==> src/rtl/pe_col_drain.sv <==
// -----------------------------------------------------------------------------
// pe_col_drain
//   Column drain placed below the bottom PE row of the systolic array (one
//   instance per column). Partial sums from the last PE are accumulated over
//   NUM_PASSES weight-tile passes into a TILE_LEN-entry accumulator bank. On
//   the final pass each completed sum is pushed into a show-ahead output FIFO
//   that the result writer drains with a valid/ready handshake.
//
// Ports
//   clk, rst     clock; synchronous active-high reset
//   i_clr        single-cycle pulse: abort accumulation, flush FIFO, clear o_ovf
//   i_vld/i_data partial-sum stream from the bottom PE (no backpressure)
//   o_vld/o_data FIFO head (show-ahead); popped when o_vld && i_rdy
//   i_rdy        consumer ready
//   o_ovf        sticky: a final-pass result was dropped on a full FIFO
//   o_pass_idx   current pass number
//   o_busy       accumulation in progress or a sample sits in the input stage
// -----------------------------------------------------------------------------
module pe_col_drain #(
    parameter int IN_DATA_WIDTH = 24,
    parameter int ACC_WIDTH     = 32,
    parameter int TILE_LEN      = 8,
    parameter int NUM_PASSES    = 4,
    parameter int FIFO_DEPTH    = 8
) (
    input  logic                     clk,
    input  logic                     rst,
    input  logic                     i_clr,
    input  logic                     i_vld,
    input  logic [IN_DATA_WIDTH-1:0] i_data,
    output logic                     o_vld,
    output logic [ACC_WIDTH-1:0]     o_data,
    input  logic                     i_rdy,
    output logic                     o_ovf,
    output logic [((NUM_PASSES > 1) ? $clog2(NUM_PASSES) : 1)-1:0] o_pass_idx,
    output logic                     o_busy
);

    localparam int EW = (TILE_LEN > 1) ? $clog2(TILE_LEN) : 1;
    localparam int PW = (NUM_PASSES > 1) ? $clog2(NUM_PASSES) : 1;
    localparam int AW = $clog2(FIFO_DEPTH);
    localparam int CW = AW + 1;

    localparam logic [EW-1:0] ELEM_LAST = EW'(TILE_LEN - 1);
    localparam logic [PW-1:0] PASS_LAST = PW'(NUM_PASSES - 1);
    localparam logic [CW-1:0] FIFO_FULL = CW'(FIFO_DEPTH);

    // Accumulation wraps modulo 2^ACC_WIDTH; the partial sum is unsigned.
    function automatic logic [ACC_WIDTH-1:0] wrap_add(
        input logic [ACC_WIDTH-1:0]     base,
        input logic [IN_DATA_WIDTH-1:0] psum
    );
        return base + ACC_WIDTH'(psum);
    endfunction

    // Control state
    logic                 in_vld_p0_q;
    logic [EW-1:0]        elem_q, elem_d;
    logic [PW-1:0]        pass_q, pass_d;
    logic [AW-1:0]        rd_ptr_q, rd_ptr_d;
    logic [AW-1:0]        wr_ptr_q, wr_ptr_d;
    logic [CW-1:0]        cnt_q, cnt_d, cnt_after_pop;
    logic [ACC_WIDTH-1:0] o_data_q, o_data_d;
    logic                 ovf_q;

    // Data state (not reset)
    logic [IN_DATA_WIDTH-1:0] in_data_p0_q;
    logic [ACC_WIDTH-1:0]     acc_q [TILE_LEN];
    logic [ACC_WIDTH-1:0]     mem_q [FIFO_DEPTH];

    logic                 accept_p1;
    logic                 last_pass;
    logic [ACC_WIDTH-1:0] acc_base_p1;
    logic [ACC_WIDTH-1:0] sum_p1;
    logic                 push_req;
    logic                 pop;
    logic                 full;
    logic                 push_ok;
    logic                 drop;

    // ---- stage 1: accumulate the registered sample ----
    // i_clr discards the sample held in the input stage.
    assign accept_p1   = in_vld_p0_q && !i_clr;
    assign last_pass   = (pass_q == PASS_LAST);
    assign acc_base_p1 = (pass_q == '0) ? '0 : acc_q[elem_q];
    assign sum_p1      = wrap_add(acc_base_p1, in_data_p0_q);

    // FIFO handshake. A pop frees a slot for a push in the same cycle, so a
    // full FIFO only drops when nothing is leaving.
    assign push_req      = accept_p1 && last_pass;
    assign pop           = (cnt_q != '0) && i_rdy && !i_clr;
    assign full          = (cnt_q == FIFO_FULL);
    assign push_ok       = push_req && (!full || pop);
    assign drop          = push_req && full && !pop;
    assign cnt_after_pop = cnt_q - CW'(pop);
    assign cnt_d         = cnt_after_pop + CW'(push_ok);
    assign rd_ptr_d      = rd_ptr_q + AW'(pop);
    assign wr_ptr_d      = wr_ptr_q + AW'(push_ok);

    always_comb begin
        elem_d = elem_q;
        pass_d = pass_q;
        if (accept_p1) begin
            if (elem_q == ELEM_LAST) begin
                elem_d = '0;
                pass_d = last_pass ? '0 : pass_q + PW'(1);
            end else begin
                elem_d = elem_q + EW'(1);
            end
        end
    end

    // Registered head: if the incoming push lands in an otherwise empty FIFO
    // it becomes the head directly (the memory write is not yet visible);
    // otherwise the head is the oldest stored entry. When the FIFO drains the
    // last head value is held.
    always_comb begin
        o_data_d = o_data_q;
        if (push_ok && (cnt_after_pop == '0)) begin
            o_data_d = sum_p1;
        end else if (cnt_d != '0) begin
            o_data_d = mem_q[rd_ptr_d];
        end
    end

    // ---- stage 0 / stage 1 register boundary: control ----
    always_ff @(posedge clk) begin
        if (rst) begin
            in_vld_p0_q <= 1'b0;
            elem_q      <= '0;
            pass_q      <= '0;
            rd_ptr_q    <= '0;
            wr_ptr_q    <= '0;
            cnt_q       <= '0;
            ovf_q       <= 1'b0;
            o_data_q    <= '0;
        end else if (i_clr) begin
            in_vld_p0_q <= 1'b0;
            elem_q      <= '0;
            pass_q      <= '0;
            rd_ptr_q    <= '0;
            wr_ptr_q    <= '0;
            cnt_q       <= '0;
            ovf_q       <= 1'b0;
        end else begin
            in_vld_p0_q <= i_vld;
            elem_q      <= elem_d;
            pass_q      <= pass_d;
            rd_ptr_q    <= rd_ptr_d;
            wr_ptr_q    <= wr_ptr_d;
            cnt_q       <= cnt_d;
            o_data_q    <= o_data_d;
            if (drop) begin
                ovf_q <= 1'b1;
            end
        end
    end

    // ---- stage 0 / stage 1 register boundary: datapath ----
    // Only intermediate passes need the bank; pass 0 overwrites stale entries.
    always_ff @(posedge clk) begin
        in_data_p0_q <= i_data;
        if (accept_p1 && !last_pass) begin
            acc_q[elem_q] <= sum_p1;
        end
        if (push_ok) begin
            mem_q[wr_ptr_q] <= sum_p1;
        end
    end

    assign o_vld      = (cnt_q != '0);
    assign o_data     = o_data_q;
    assign o_ovf      = ovf_q;
    assign o_pass_idx = pass_q;
    assign o_busy     = (elem_q != '0) || (pass_q != '0) || in_vld_p0_q;

endmodule

==> config.mk <==
export PLATFORM = sky130hd
export DESIGN_NAME = pe_col_drain
export DESIGN_NICKNAME = d
export VERILOG_FILES = /design/src/rtl/pe_col_drain.sv
export SDC_FILE = /design/constraint.sdc
export NUM_CORES = 1
export LEC_CHECK = 0
export ABC_AREA = 1
export ABC_CLOCK_PERIOD_IN_PS = 3450
export CORE_MARGIN = 2
export CORE_UTILIZATION = 46
export CTS_BUF_LIST = sky130_fd_sc_hd__clkbuf_4 sky130_fd_sc_hd__clkbuf_8
export CTS_CLUSTER_SIZE = 16
export DETAILED_ROUTE_END_ITERATION = 16
export GPL_ROUTABILITY_DRIVEN = 0
export HOLD_SLACK_MARGIN = 0.12
export SLEW_MARGIN = 20
export SYNTH_ARGS = -nofsm -noshare
export SYNTH_HDL_FRONTEND = slang
export SYNTH_SLANG_ARGS = --single-unit
==> constraint.sdc <==
create_clock -name clk -period 3.45 [get_ports clk]
set_input_delay 0.69 -clock clk [delete_from_list [all_inputs] [get_ports clk]]
set_output_delay 0.69 -clock clk [all_outputs]
set_load 0.05 [all_outputs]
# Word-level counts from Yosys, hierarchy flattened
# Memory sizes are Yosys's and may differ from the RTL's. A register that Yosys moved wholly into a read port is not among the register bits.
# Index checks and enable logic that the tools add are counted.
dict set report op_classes {
  add_sub_neg 7
  n_eq_ne 3
  n_mux 11
  bitwise_logic 1
  n_reduce_logical 26
}
# cell count
set ops {}
lappend ops {{$mux 32} 3}
lappend ops {{$add 32x24->32} 1}
lappend ops {{$logic_and 1x1->1} 9}
lappend ops {{$mux 3} 3}
lappend ops {{$reduce_bool 4->1} 2}
lappend ops {{$add 3x1->3} 2}
lappend ops {{$add 4x1->4} 1}
lappend ops {{$eq 4x4->1 const B} 1}
lappend ops {{$logic_not 1->1} 4}
lappend ops {{$logic_not 4->1} 1}
lappend ops {{$mux 1} 4}
lappend ops {{$reduce_and 2->1} 2}
lappend ops {{$reduce_bool 2->1} 2}
lappend ops {{$sub 4x1->4} 1}
lappend ops {{$add 3x1->3 const B} 1}
lappend ops {{$eq 3x3->1 const B} 1}
lappend ops {{$logic_or 1x1->1} 3}
lappend ops {{$reduce_bool 3->1} 1}
lappend ops {{$add 2x1->2 const B} 1}
lappend ops {{$eq 2x2->1 const B} 1}
lappend ops {{$logic_not 2->1} 1}
lappend ops {{$mux 2} 1}
lappend ops {{$reduce_or 2->1} 1}
lappend ops {{$not 1->1} 1}
dict set report totals {
  reg_bits 73
  ramBits 512
  input_bits 29
  output_inout_bits 37
  word_cells 59
  memories 2
}
# name depth width read_ports rd_clocked_by_memory_dff write_ports line
set memory_table {}
lappend memory_table {acc_q 8 32 1 1 1 68} ;# logic [ACC_WIDTH-1:0] acc_q [TILE_LEN];
lappend memory_table {mem_q 8 32 1 0 1 69} ;# logic [ACC_WIDTH-1:0] mem_q [FIFO_DEPTH];

# Depth between registers and ports, before layout
dict set report depth {
  depth_word 9
  mapped_depth 24
  mapped_depth_nobuf 20
}

# Worst setup path after synthesis
# Ideal clock, no wire load.
dict set report synth_path {
  kind {register to register}
  startpoint {reg pass_q[0] (netlist: o_pass_idx[0])}
  endpoint {mem acc_q[0][22] (data pin)}
  setup_ns 0.295
  arrival_ns 3.446
  required_time_ns 3.155
  setup_slack_ns -0.291
  path_stages_with_launch 18
  n_path_buf 1
  period_less_slack_ns 3.741
  cell_sequence {dfxtp_1 inv_1 ha_1 inv_1 buf_2 o21ai_0 a31oi_1 ha_1 inv_1 fa_1 o21ai_2 nand2_1 nand2_1 nand2_1 nand2_1 nand2_1 nand2_1 xor2_1}
}
dict set report synth_between {
  elab_chain_cells 3
}
# element line
set synth_lines {}
lappend synth_lines {{from (decl)} 59} ;# logic [PW-1:0] pass_q, pass_d;
lappend synth_lines {{from (signal assigned)} 148} ;# pass_q <= pass_d;
lappend synth_lines {{$logic_not 2->1} 85} ;# assign acc_base_p1 = (pass_q == '0) ? '0 : acc_q[elem_q];
lappend synth_lines {{$mux 32} 85}
lappend synth_lines {{$add 32x24->32} 53} ;# return base + ACC_WIDTH'(psum);
lappend synth_lines {{named net sum_p1[22]} 74} ;# logic [ACC_WIDTH-1:0] sum_p1;
lappend synth_lines {{to (decl)} 68}
# The timed path passes the listed nets, and every way through them passes these cells.

==> results.cfg <==
[outcome]
status = finished, final reports clean

[die]
core_sq_um = 52700
dieArea_sq_um = 55200
die_h_um = 235
fp-row-count = 84
start_util_pct = 46.6
die_x_um = 235
io_pins = 66

[clock_network]
numCtsBuffers = 95
cts-htree-levels = 3
clk_latency_ps = 700
hold_buffers = 0
cts_root_buf = clkbuf_8
clockBufferDepth = 3
clk_pin_slew_worst_paths_ps = 60
cts_tree = yes
cts.sinks = 588

[power]
p_per_area_nw_per_um2 = 478
p_int_mw = 11.4
p_sw_mw = 2.97
p_sw_share_pct = 20.7
clockPowerShare_pct = 43.6
comb_power_share_pct = 2.6
p_leak_nw = 11.2
seqPwrFrac_pct = 53.7
vdd_drop_max_v = 0.000278

[worst_hold_path]
hold_path_class = in -> reg
hp-start = i_data[21]
holdPathStages = 1
hold_path_end = in_data_p0_q[21]

[synthesis]
synth_ff_type = edfxtp_1
synth_top_cell_by_area = edfxtp_1
synth.distinct_cells = 44
ys_top_cells_by_count = 512 x edfxtp_1, 434 x nand2_1, 286 x nor2_1
ys.warnings.count = 0
synth_top_area_share_pct = 62.6
seq_area_frac_synth_pct = 68.8
synth_edf_count = 512
avgSynthCellArea_sq_um = 11.1
yosys-top-cells-area = edfxtp_1 63%, nand2_1 6.6%, dfxtp_1 6.2%
synth_cells = 2205
async_flop_share_pct = 0
ys_ff_latch = 588
syn-num-nets = 2272
synth_most_common_cell = edfxtp_1
syn_area_sq_um = 24500

[drt]
totalWireLength_um = 66400
wl_per_cell_um = 20.7
firstDrtPassIters = 5
postRouteAntennaNets = 0
vias = 17484
drc = 0
drt-vias-per-instance = 5.44
first_iter_violations = 1619

[global_route]
grtUsageTotal_pct = 23.6
grt_max_degree = 74
overflow = 0
antenna_found_initial = 1
first_global_vias = 16884
grt_first_pass_wirelength_um = 99700

[sta]
post-route-period-util_pct = 98.6
tightest_slew_ps = 844
relSlewSlack_pct = 43.4
fin_crit_ps = 3400
setup_viol = 0
fin_tns_setup_ps = 0
finalHoldViolations = 0
clock.fmax_mhz = 294
skew_ps = 28.4
drv_slew = 0
rsz0062_at_grt = true

[placed_design]
dpl.cell_count = 3010
dp_hpwl_um = 38400
io_buffers = 65

[critical_path]
path_max_fanout = 8
crit_path_frequent_cell = buf_6
cp_cell_sequence = buf_6, buf_6, o21ai_1, o22ai_1, o21ai_1, a31oi_1, ha_2, inv_2, fa_2, o21ai_4, buf_6, nand2_4, nand2b_4, nand2_2, nand2_2, xnor2_2, buf_4, clkinvlp_4, clkbuf_16
r2r_end = acc_q[6][12]
start_kind = flop
required_ps = 3880
reg2reg_depth = 19
crit_path_end_kind = flop
critPathMaxStageDelay_ps = 460
criticalPathCategory = reg -> reg
cp.arrival_ps = 3830
worst_path_max_delay_cell = dfxtp_4
rrSetupSlack_ps = 50

[job]
cap_violations = 0

[layout]
drive_gt1_share_pct = 19.0
nets = 2511
fin_cells = 3214
syn2layout_area_growth_pct = 22.7
-- registers in the layout, summed over array words and instances, names as in the netlist, named ones only --
register,cells
rd_ptr_q,3
o_data,32
in_data_p0_q,24
cnt_q,4
o_pass_idx,2
elem_q,3
mem_q,256
acc_q,256
o_ovf,1
wr_ptr_q,3
in_vld_p0_q,1
-- cells in the final DEF, fill, tap and decap left out, types with 8 or more instances in the layout --
cell,netlist,routed
ha_1,37,28
buf_12,0,45
o22ai_1,34,34
clkdlybuf4s50_1,0,65
nor2_4,0,18
clkinv_2,0,15
nor2_1,286,264
dfxtp_1,76,72
o21ai_0,198,177
nand2_1,434,416
a31oi_1,23,21
nand3_1,212,208
a21oi_1,78,66
inv_1,101,93
xor2_1,14,9
o211ai_1,11,11
clkbuf_4,0,32
clkbuf_8,0,117
clkinv_1,1,9
a21oi_2,1,13
nand2_2,4,19
nand3_2,4,8
edfxtp_1,512,512
o21ai_1,5,24
buf_4,3,134
o221ai_1,10,10
-- cell families (layout without fill, tap and decap cells) --
family | count (synthesis) | count (layout) | share of synthesized area (%)
buffers and inverters | 222 | 541 | 3.88
and+or+nand+nor | 968 | 968 | 16.3
AOI/OAI and AO/OA | 366 | 366 | 8.11
xor gates and xnor gates | 23 | 23 | 0.882
DFF | 588 | 588 | 68.8
other | 0 | 2 | 0
adders and majority gates | 38 | 38 | 1.97
-- metrics by stage --
step,hold slack [ps],power [mW],worst slack [ps],util (%),cell area (sq um)
after floorplan,511,8.03,16.4,-,24600
after global placement,452,8.22,-4.42,52.1,27400
after detailed placement,458,8.23,-111,52.1,27400
after CTS,407,14.5,2.09,56.1,29500
after global routing,430,14.8,-50.6,57.2,30100
final,452,14.4,47.9,57.2,30100
-- area by class of cell --
class	instances	area (sq um)
repair buffers	255	2720
fillers	4347	22500
multi-input cells	1395	7140
diodes	2	5.00
clock buffers	149	1850
repair inverters	1	7.51
clock inverters	28	190
well taps	688	861
flip-flops and latches	588	16900
inverters	108	437
-- how the worst max path moves through the flow --
stage,from,end
2_1_floorplan,o_pass_idx[0],acc_q[0][26]
3_3_place_gp,flop,mem_q[6][26]
3_5_place_dp,flop,mem_q[5][26]
4_1_cts,o_pass_idx[0],mem_q[7][30]
5_1_grt,flop,mem_q[4][29]
6_report,flop,acc_q[6][12]
-- worst max-delay path: cells and delay by family (launching register included) --
kind                     cells  cell delay, ps
AO/OA/AOI/OAI                5             680
XOR/XNOR                     1             160
adder cells (fa/ha/maj)      2             620
buffers and inverters        7             920
flip-flops                   1             460
AND/OR/NAND/NOR              4             300
-- per-layer routing --
metal	vias to the layer above	track usage [%]	wire length, um
met4	0	8.78	1770
met2	608	38.1	31400
li1	8230	-	-
met5	-	0	0
met3	114	3.32	4170
met1	8532	32.6	29000
-- what timing repair did --
| action | in CTS | in global routing |
|---|---|---|
| resized for setup | 10 | 110 |
| endpoints found under the hold margin | 0 | 0 |
| pin swaps | 0 | 26 |
| gates cloned | 1 | 4 |
| setup buffers | 1 | 19 |
| endpoints found under the setup margin | 73 | 264 |
-- power groups by stage --
stage	clock network, mW	logic, mW	registers (mW)
final	6.28	0.376	7.74
after floorplan	0	0.153	7.88
after global placement	0	0.333	7.89
after CTS	6.40	0.342	7.74
after global routing	6.69	0.408	7.73
after detailed placement	0	0.340	7.89
(Power assumes the default switching activity.)
